## src/rtl/icache.sv

```systemverilog
// rtl/icache.sv - direct-mapped instruction cache between fetch and memctrl
//
// One instruction per line, keyed by halfword-aligned PC. Hits answer one
// cycle after acceptance with no memory traffic. Misses run the memctrl
// fetch handshake, fill the line and answer in the cycle after if_ready.
//
// Ports
//   clk_in, rst_in       clock, synchronous active-high reset
//   rdy_in               global ready; low freezes every register
//   clear                pipeline flush (only honoured while rdy_in=1)
//   req_valid/req_addr   fetch request; req_ready = idle and not clearing
//   resp_valid           one-cycle pulse with resp_addr/resp_inst/resp_is_c
//   if_enable/inst_addr  fetch request to memctrl while a miss is pending
//   if_ready/inst/is_c   memctrl reply, valid only in the if_ready cycle
module icache #(
    parameter int IDX_BITS = 6,
    parameter int TAG_BITS = 16
) (
    input  logic        clk_in,
    input  logic        rst_in,
    input  logic        rdy_in,
    input  logic        clear,
    input  logic        req_valid,
    input  logic [31:0] req_addr,
    output logic        req_ready,
    output logic        resp_valid,
    output logic [31:0] resp_addr,
    output logic [31:0] resp_inst,
    output logic        resp_is_c,
    output logic        if_enable,
    output logic [31:0] inst_addr,
    input  logic        if_ready,
    input  logic [31:0] inst,
    input  logic        is_c
);

    localparam int LINES = 1 << IDX_BITS;

    typedef enum logic {
        S_IDLE,
        S_MISS
    } state_t;

    state_t state;
    state_t state_next;

    logic [LINES-1:0]    line_valid;
    logic [LINES-1:0]    line_c;
    logic [TAG_BITS-1:0] line_tag  [LINES];
    logic [31:0]         line_data [LINES];

    logic [31:0] miss_addr;

    logic [IDX_BITS-1:0] req_idx;
    logic [TAG_BITS-1:0] req_tag;
    logic [IDX_BITS-1:0] miss_idx;
    logic [TAG_BITS-1:0] miss_tag;
    logic                hit;
    logic                accept;
    logic                fill;
    logic [31:0]         fill_data;

    assign req_idx  = req_addr[IDX_BITS:1];
    assign req_tag  = req_addr[IDX_BITS+TAG_BITS:IDX_BITS+1];
    assign miss_idx = miss_addr[IDX_BITS:1];
    assign miss_tag = miss_addr[IDX_BITS+TAG_BITS:IDX_BITS+1];

    assign hit       = line_valid[req_idx] && (line_tag[req_idx] == req_tag);
    assign accept    = rdy_in && req_valid && req_ready;
    // clear beats a simultaneous if_ready: the reply belongs to a flushed fetch
    assign fill      = rdy_in && (state == S_MISS) && if_ready && !clear;
    assign fill_data = is_c ? {16'b0, inst[15:0]} : inst;
    assign inst_addr = miss_addr;

    always_ff @(posedge clk_in) begin
        if (rst_in) begin
            state <= S_IDLE;
        end else if (rdy_in) begin
            state <= state_next;
        end
    end

    // if_enable drops in the if_ready cycle itself so memctrl, already back
    // in its idle state, does not launch a second fetch of the same PC.
    always_comb begin
        state_next = state;
        req_ready  = 1'b0;
        if_enable  = 1'b0;
        case (state)
            S_IDLE: begin
                req_ready = !clear;
                if (rdy_in && req_valid && !clear && !hit) begin
                    state_next = S_MISS;
                end
            end
            S_MISS: begin
                if_enable = !if_ready;
                if (rdy_in && (clear || if_ready)) begin
                    state_next = S_IDLE;
                end
            end
            default: begin
                state_next = S_IDLE;
            end
        endcase
    end

    always_ff @(posedge clk_in) begin
        if (rst_in) begin
            line_valid <= '0;
            miss_addr  <= '0;
            resp_valid <= 1'b0;
            resp_addr  <= '0;
            resp_inst  <= '0;
            resp_is_c  <= 1'b0;
        end else if (rdy_in) begin
            resp_valid <= 1'b0;
            if (accept) begin
                if (hit) begin
                    resp_valid <= 1'b1;
                    resp_addr  <= req_addr;
                    resp_inst  <= line_data[req_idx];
                    resp_is_c  <= line_c[req_idx];
                end else begin
                    miss_addr <= req_addr;
                end
            end else if (fill) begin
                line_valid[miss_idx] <= 1'b1;
                resp_valid           <= 1'b1;
                resp_addr            <= miss_addr;
                resp_inst            <= fill_data;
                resp_is_c            <= is_c;
            end
        end
    end

    // Payload arrays carry no reset; line_valid alone decides whether they count.
    always_ff @(posedge clk_in) begin
        if (!rst_in && fill) begin
            line_tag[miss_idx]  <= miss_tag;
            line_data[miss_idx] <= fill_data;
            line_c[miss_idx]    <= is_c;
        end
    end

endmodule

```

## config.mk

```make
export PLATFORM = sky130hd
export DESIGN_NAME = icache
export DESIGN_NICKNAME = d
export VERILOG_FILES = /design/src/rtl/icache.sv
export SDC_FILE = /design/constraint.sdc
export NUM_CORES = 2
export LEC_CHECK = 0
export ABC_CLOCK_PERIOD_IN_PS = 4400
export BUFFER_PORTS_ARGS = -buffer_cell sky130_fd_sc_hd__buf_2
export CAP_MARGIN = 10
export CORE_UTILIZATION = 56
export DETAILED_ROUTE_END_ITERATION = 12
export GPL_TIMING_DRIVEN = 1
export PLACE_DENSITY_LB_ADDON = 0.05
export SETUP_SLACK_MARGIN = 0.5
export SYNTH_ARGS = -nofsm -noshare
export SYNTH_HDL_FRONTEND = slang
export SYNTH_SLANG_ARGS = --single-unit
```

## constraint.sdc

```tcl
create_clock -name clk_in -period 4.4 [get_ports clk_in]
set_clock_uncertainty 0.2 [all_clocks]
set_input_delay 0.66 -clock clk_in [delete_from_list [all_inputs] [get_ports clk_in]]
set_output_delay 0.66 -clock clk_in [all_outputs]
set_load 0.1 [all_outputs]
```

# Word level (Yosys, flattened, before mapping)
# Memories as Yosys holds them, arrays and structs flattened.
# Cells that the tools add are included.
word_totals:
  word_cells: 66
  inputBits: 71
  n_memories: 2
  ff_bits: 227
  ramBits: 3072
mem_list:
  columns: ["name", "words", "width", "read_ports", "rd_ports_with_merged_regs", "write_ports", "line", "text"]
  rows:
  - ["line_data", 64, 32, 1, 0, 1, "50", "logic [31:0] line_data [LINES];"]
  - ["line_tag", 64, 16, 1, 0, 1, "49", "logic [TAG_BITS-1:0] line_tag [LINES];"]
classes:
  n_mux: 27
  order_cmp: 3
  eq_ne: 2
  reduce_logical: 20
  bitwise: 4
op_table:
  columns: ["cell", "count"]
  rows:
  - ["$mux W32", 7]
  - ["$bwmux W64", 1]
  - ["$or A64 B64 Y64", 1]
  - ["$eq A16 B16 Y1", 1]
  - ["$mux W1", 15]
  - ["$lt A6 B7 Y1 const B", 2]
  - ["$bmux W1 S6", 2]
  - ["$logic_and A1 B1 Y1", 11]
  - ["$reduce_and A3 Y1", 3]
  - ["$demux W1 S6", 1]
  - ["$ge A6 B1 Y1 const B", 1]
  - ["$logic_not A1 Y1", 4]
  - ["$not A1 Y1", 3]
  - ["$ne A2 B2 Y1 const B", 1]
  - ["$pmux W1 S2", 1]
  - ["$reduce_bool A2 Y1", 1]
  - ["$logic_or A1 B1 Y1", 1]

# Logic depth before layout (Yosys ltp)
depth:
  depth_word: 7
  mapped_depth: 19
  depth_no_buf: 10

# Least setup slack after synthesis
# OpenSTA, ideal clock, no wires.
synth_timing:
  path_kind: "flip-flop to flip-flop"
  from: "reg, netlist name inst_addr[6]"
  to: "reg line_c[32] (enable)"
  path_slack_ns: -0.385
  path_stages_with_launch: 6
  required_time_ns: 3.744
  setup_time_ns: 0.456
  t_arrival_ns: 4.129
  n_path_buf: 3
  path_cell_list: "dfxtp_1 -> clkbuf_1 -> or3b_2 -> clkbuf_1 -> clkbuf_1 -> nor2_1"
synth_lines:
  columns: ["element", "line", "text"]
  rows:
  - ["end signal, assigned by index", "142", "line_c[miss_idx] <= is_c;"]
  - ["end, declared", "48", "logic [LINES-1:0] line_c;"]

# Final worst setup path
layout_timing:
  from: "mem line_tag[39][5]"
  to: "reg miss_addr[20] (netlist: inst_addr[20])"
layout_via:
  elab_chain_len: 5
layout_lines:
  columns: ["element", "line", "text"]
  rows:
  - ["start, declared", "49", null]
  - ["$mem_v2 Z64 W16", null, null]
  - ["$eq A16 B16 Y1", "68", "assign hit = line_valid[req_idx] && (line_tag[req_idx] == req_tag);"]
  - ["$logic_and A1 B1 Y1", "68", null]
  - ["$not A1 Y1 (no source line)", null, null]
  - ["$reduce_and A3 Y1 (no source line)", null, null]
  - ["end signal, assigned", "125", "miss_addr <= req_addr;"]
  - ["end, declared", "52", "logic [31:0] miss_addr;"]
# Every way passes these cells.
# A chain may end at the register's enable or synchronous reset.

==> flow_metrics.py <==
metrics = {
    "outcome": {
        "status": "complete, no violations",
    },
    "synthesis": {
        "synth.ff_latch_count": 3299,
        "syn_avg_cell_area_um2": 21.70,
        "ys_async_sr_fraction_pct": 0,
        "syn_area_um2": 127300,
        "synth_fp_nets": 5940,
        "yosysSeqAreaShare_pct": 76.52,
        "yosysTopAreaCell": "edfxtp_1",
        "ys.warnings.count": 0,
        "synth_ff_type": "edfxtp_1",
        "yosys.area.top_type_share_pct": 73.95,
        "synth_edf_count": 3136,
        "synthTopCellsByArea": "edfxtp_1 74%, mux4_2 15%, dfxtp_1 2.6%, mux2i_1 2.2%, a22oi_1 0.55%",
        "ys_types": 72,
        "synth_cells": 5869,
    },
    "setup_path": {
        "r2r_slack_ps": 130,
        "worstPathArrival_ps": 4920,
        "path_class": "flip-flop to flip-flop",
        "path_max_fanout": 8,
        "timing.rr.start": "line_tag[39][5]$_DFFE_PP_",
        "rr_endpoint": "inst_addr[20]$_SDFFE_PP0P_",
        "required_ps": 5050,
        "path_cells": "mux4_2 > mux2_4 > a2bb2oi_4 > a311oi_4 > nor4b_4 > buf_4 > or4b_4 > or4_4 > buf_4 > nor3_4 > buf_6 > buf_12 > buf_12 > o21ai_0 > a21oi_1",
        "critical-path-max-stage-delay_ps": 480,
        "crit_slowest_cell": "mux4_2",
        "cp-start-kind": "flip-flop",
        "ff2ff_path_depth": 15,
        "crit_path_end_kind": "flip-flop",
    },
    "sta": {
        "fin_crit_sh_pct": 97.11,
        "final.setup.worst_slack_ps": 127.0,
        "final_period_minus_worst_setup_slack_ps": 4273,
        "relSlewSlack_pct": 11.91,
        "worst_pin_slew_ps": 1321,
        "maxSlewViolCount": 0,
        "hold_viol_final": 0,
        "rsz0062_at_grt": "true",
        "fin_hold_ws_ps": 64.51,
        "max_freq_mhz": 234.0,
        "setup_viol": 0,
    },
    "global_route": {
        "grt_pass1_wl_mm": 527.6,
        "grt_pass1_vias": 66010,
        "track_usage_pct": 33.69,
        "antenna_found_initial": 11,
        "grt_max_degree": 158,
        "grt-ovfl-total": 0,
    },
    "hold_path": {
        "hold_depth": 3,
        "min_to": "resp_inst[3]$_SDFFE_PP0P_",
        "hold_path.class": "primary input to flip-flop",
        "hold_path_startpoint": "inst[3]",
    },
    "place": {
        "pre_cts_slack_ps": -1012,
        "dp_hpwl_mm": 211.7,
        "numPortBuffers": 170,
        "gp_congestion": 0.8512,
    },
    "finish": {
        "layout-drive-gt1-share_pct": 31.83,
        "nNetsFinal": 6657,
        "syn_to_final_growth_pct": 16.06,
        "final_cell_mix": "3,136 x edfxtp_1, 836 x mux4_2, 376 x buf_4",
        "final_common_cell": "edfxtp_1",
        "utilization_pct": 65.59,
    },
    "drt": {
        "drt-pass1-iter-count": 5,
        "via_count": 67526,
        "wl_per_cell_um": 39.04,
        "drtIter0Drc": 9663,
        "viasPerCell": 6.876,
        "wl_mm": 383.4,
        "ant_nets": 0,
        "drc": 0,
    },
    "clock_tree": {
        "cts_tree": "done",
        "worstSkewPairLatency_ps": 960,
        "clk_pin_slew_worst_paths_ps": 60,
        "clockBufferDepth": 4,
        "root_buffer": "clkbuf_16",
        "cts_buffers": 345,
        "htreeDepth": 5,
        "cts.sinks": 3299,
    },
    "die": {
        "core_um2": 225300,
        "io_pins": 171,
        "die_width_um": 478.9,
        "die_area_um2": 229300,
        "dieHeight_um": 478.9,
        "initial_core_util_pct": 56.51,
        "std_cell_rows": 174,
    },
    "flow_run": {
        "cap_violations": 0,
    },
    "power": {
        "p_leak_nw": 46.29,
        "power.density_nw_per_um2": 436.5,
        "p_total_mw": 64.50,
        "vdd_ir_drop_max_mv": 0.4471,
    },
}
[flip-flops by register name, summed over array words and instances, names as in the netlist]
| signal | flops |
|---|---|
| inst_addr | 32 |
| line_c | 64 |
| line_data | 2048 |
| line_tag | 1024 |
| line_valid | 64 |
| resp_addr | 32 |
| resp_inst | 32 |
| resp_is_c | 1 |
| resp_valid | 1 |
| state | 1 |
[synthesized netlist by cell type (55+ instances only)]
cell and instances:
a21oi_1 62, a22oi_1 93, clkbuf_1 181, nor2_1 112, nor3_1 55, dfxtp_1 163, nand2_1 166, mux2i_1 280
buf_2 100, mux4_2 833, o22ai_1 74, edfxtp_1 3136, inv_1 66, o21ai_0 80, nand3_1 73
[power breakdown]
group          switching (mW)  total, mW  internal, mW
sequential             0.0381       34.3          34.3
combinational            1.89       3.13          1.24
clock                    11.6       27.0          15.5
total                    13.5       64.5          51.0
[logic make-up (layout without fill, tap and decap cells)]
| kind of cell | count (synthesis) | after routing | share of synthesized area, % |
|---|---|---|---|
| buf+inv | 425 | 1383 | 1.496 |
| compound gates | 456 | 456 | 2.647 |
| mux | 1132 | 1132 | 17.17 |
| simple gates | 546 | 546 | 2.093 |
| xor+xnor | 11 | 11 | 0.07566 |
| flops | 3299 | 3299 | 76.52 |
| other cells | 0 | 2 | 0 |
[worst max path at each step]
stage / start / endpoint / slack, ps
final: line_tag[39][5]$_DFFE_PP_ / inst_addr[20]$_SDFFE_PP0P_ / 130
after global placement: req_addr[1] / resp_is_c$_SDFFE_PP0P_ / -1090
after CTS: line_tag[46][5]$_DFFE_PP_ / resp_inst[13]$_SDFFE_PP0P_ / 100
after floorplan: inst_addr[2]$_SDFFE_PP0P_ / line_c[51]$_DFFE_PP_ / -310
after detailed placement: req_addr[1] / resp_inst[14]$_SDFFE_PP0P_ / -1010
after global routing: line_tag[60][10]$_DFFE_PP_ / resp_addr[5]$_SDFFE_PP0P_ / 40
[critical path, delay by kind of cell (launching register included)]
kind / cells / cell delay [ps]
AOI/OAI and AO/OA: 4 / 600
DFF: 1 / 370
muxes: 2 / 780
and+or+nand+nor: 4 / 1470
buffers and inverters: 5 / 710
[cell type report]
type	count	area [um2]
diodes	2	5.005
clock buffers	446	9198
clock inverters	142	1027
fillers	14817	77540
inverters	70	272.8
multi-input cells	2145	29090
flip-flops and latches	3299	97450
well taps	2992	3744
repair buffers	725	6997
[timing repair]
item,CTS,global route
pin swaps,34,43
hold buffers,35,1
hold endpoints to repair,100,9
buffers inserted,15,5
setup endpoints to repair,99,99
resized for setup,47,53
gates cloned,8,6
[per-stage QoR]
step / TNS (ps) / std cells / instance area, um2
CTS: 0 / 9806 / 147300
floorplan: -412060 / 5869 / 127700
global placement: -94540 / 9158 / 136100
global route: 0 / 9820 / 147800
finish: 0 / 9821 / 147800
detailed placement: -89790 / 9160 / 136100
[metal layers]
metal	wire length (um)	vias to the layer above	global-route usage, %
met3	39540	752	6.131
met4	16660	0	12.83
met1	147300	36488	48.58
li1	-	26162	-
met5	0	-	0
met2	179900	4124	51.99
No activity file was read; power rests on OpenSTA's default activity.
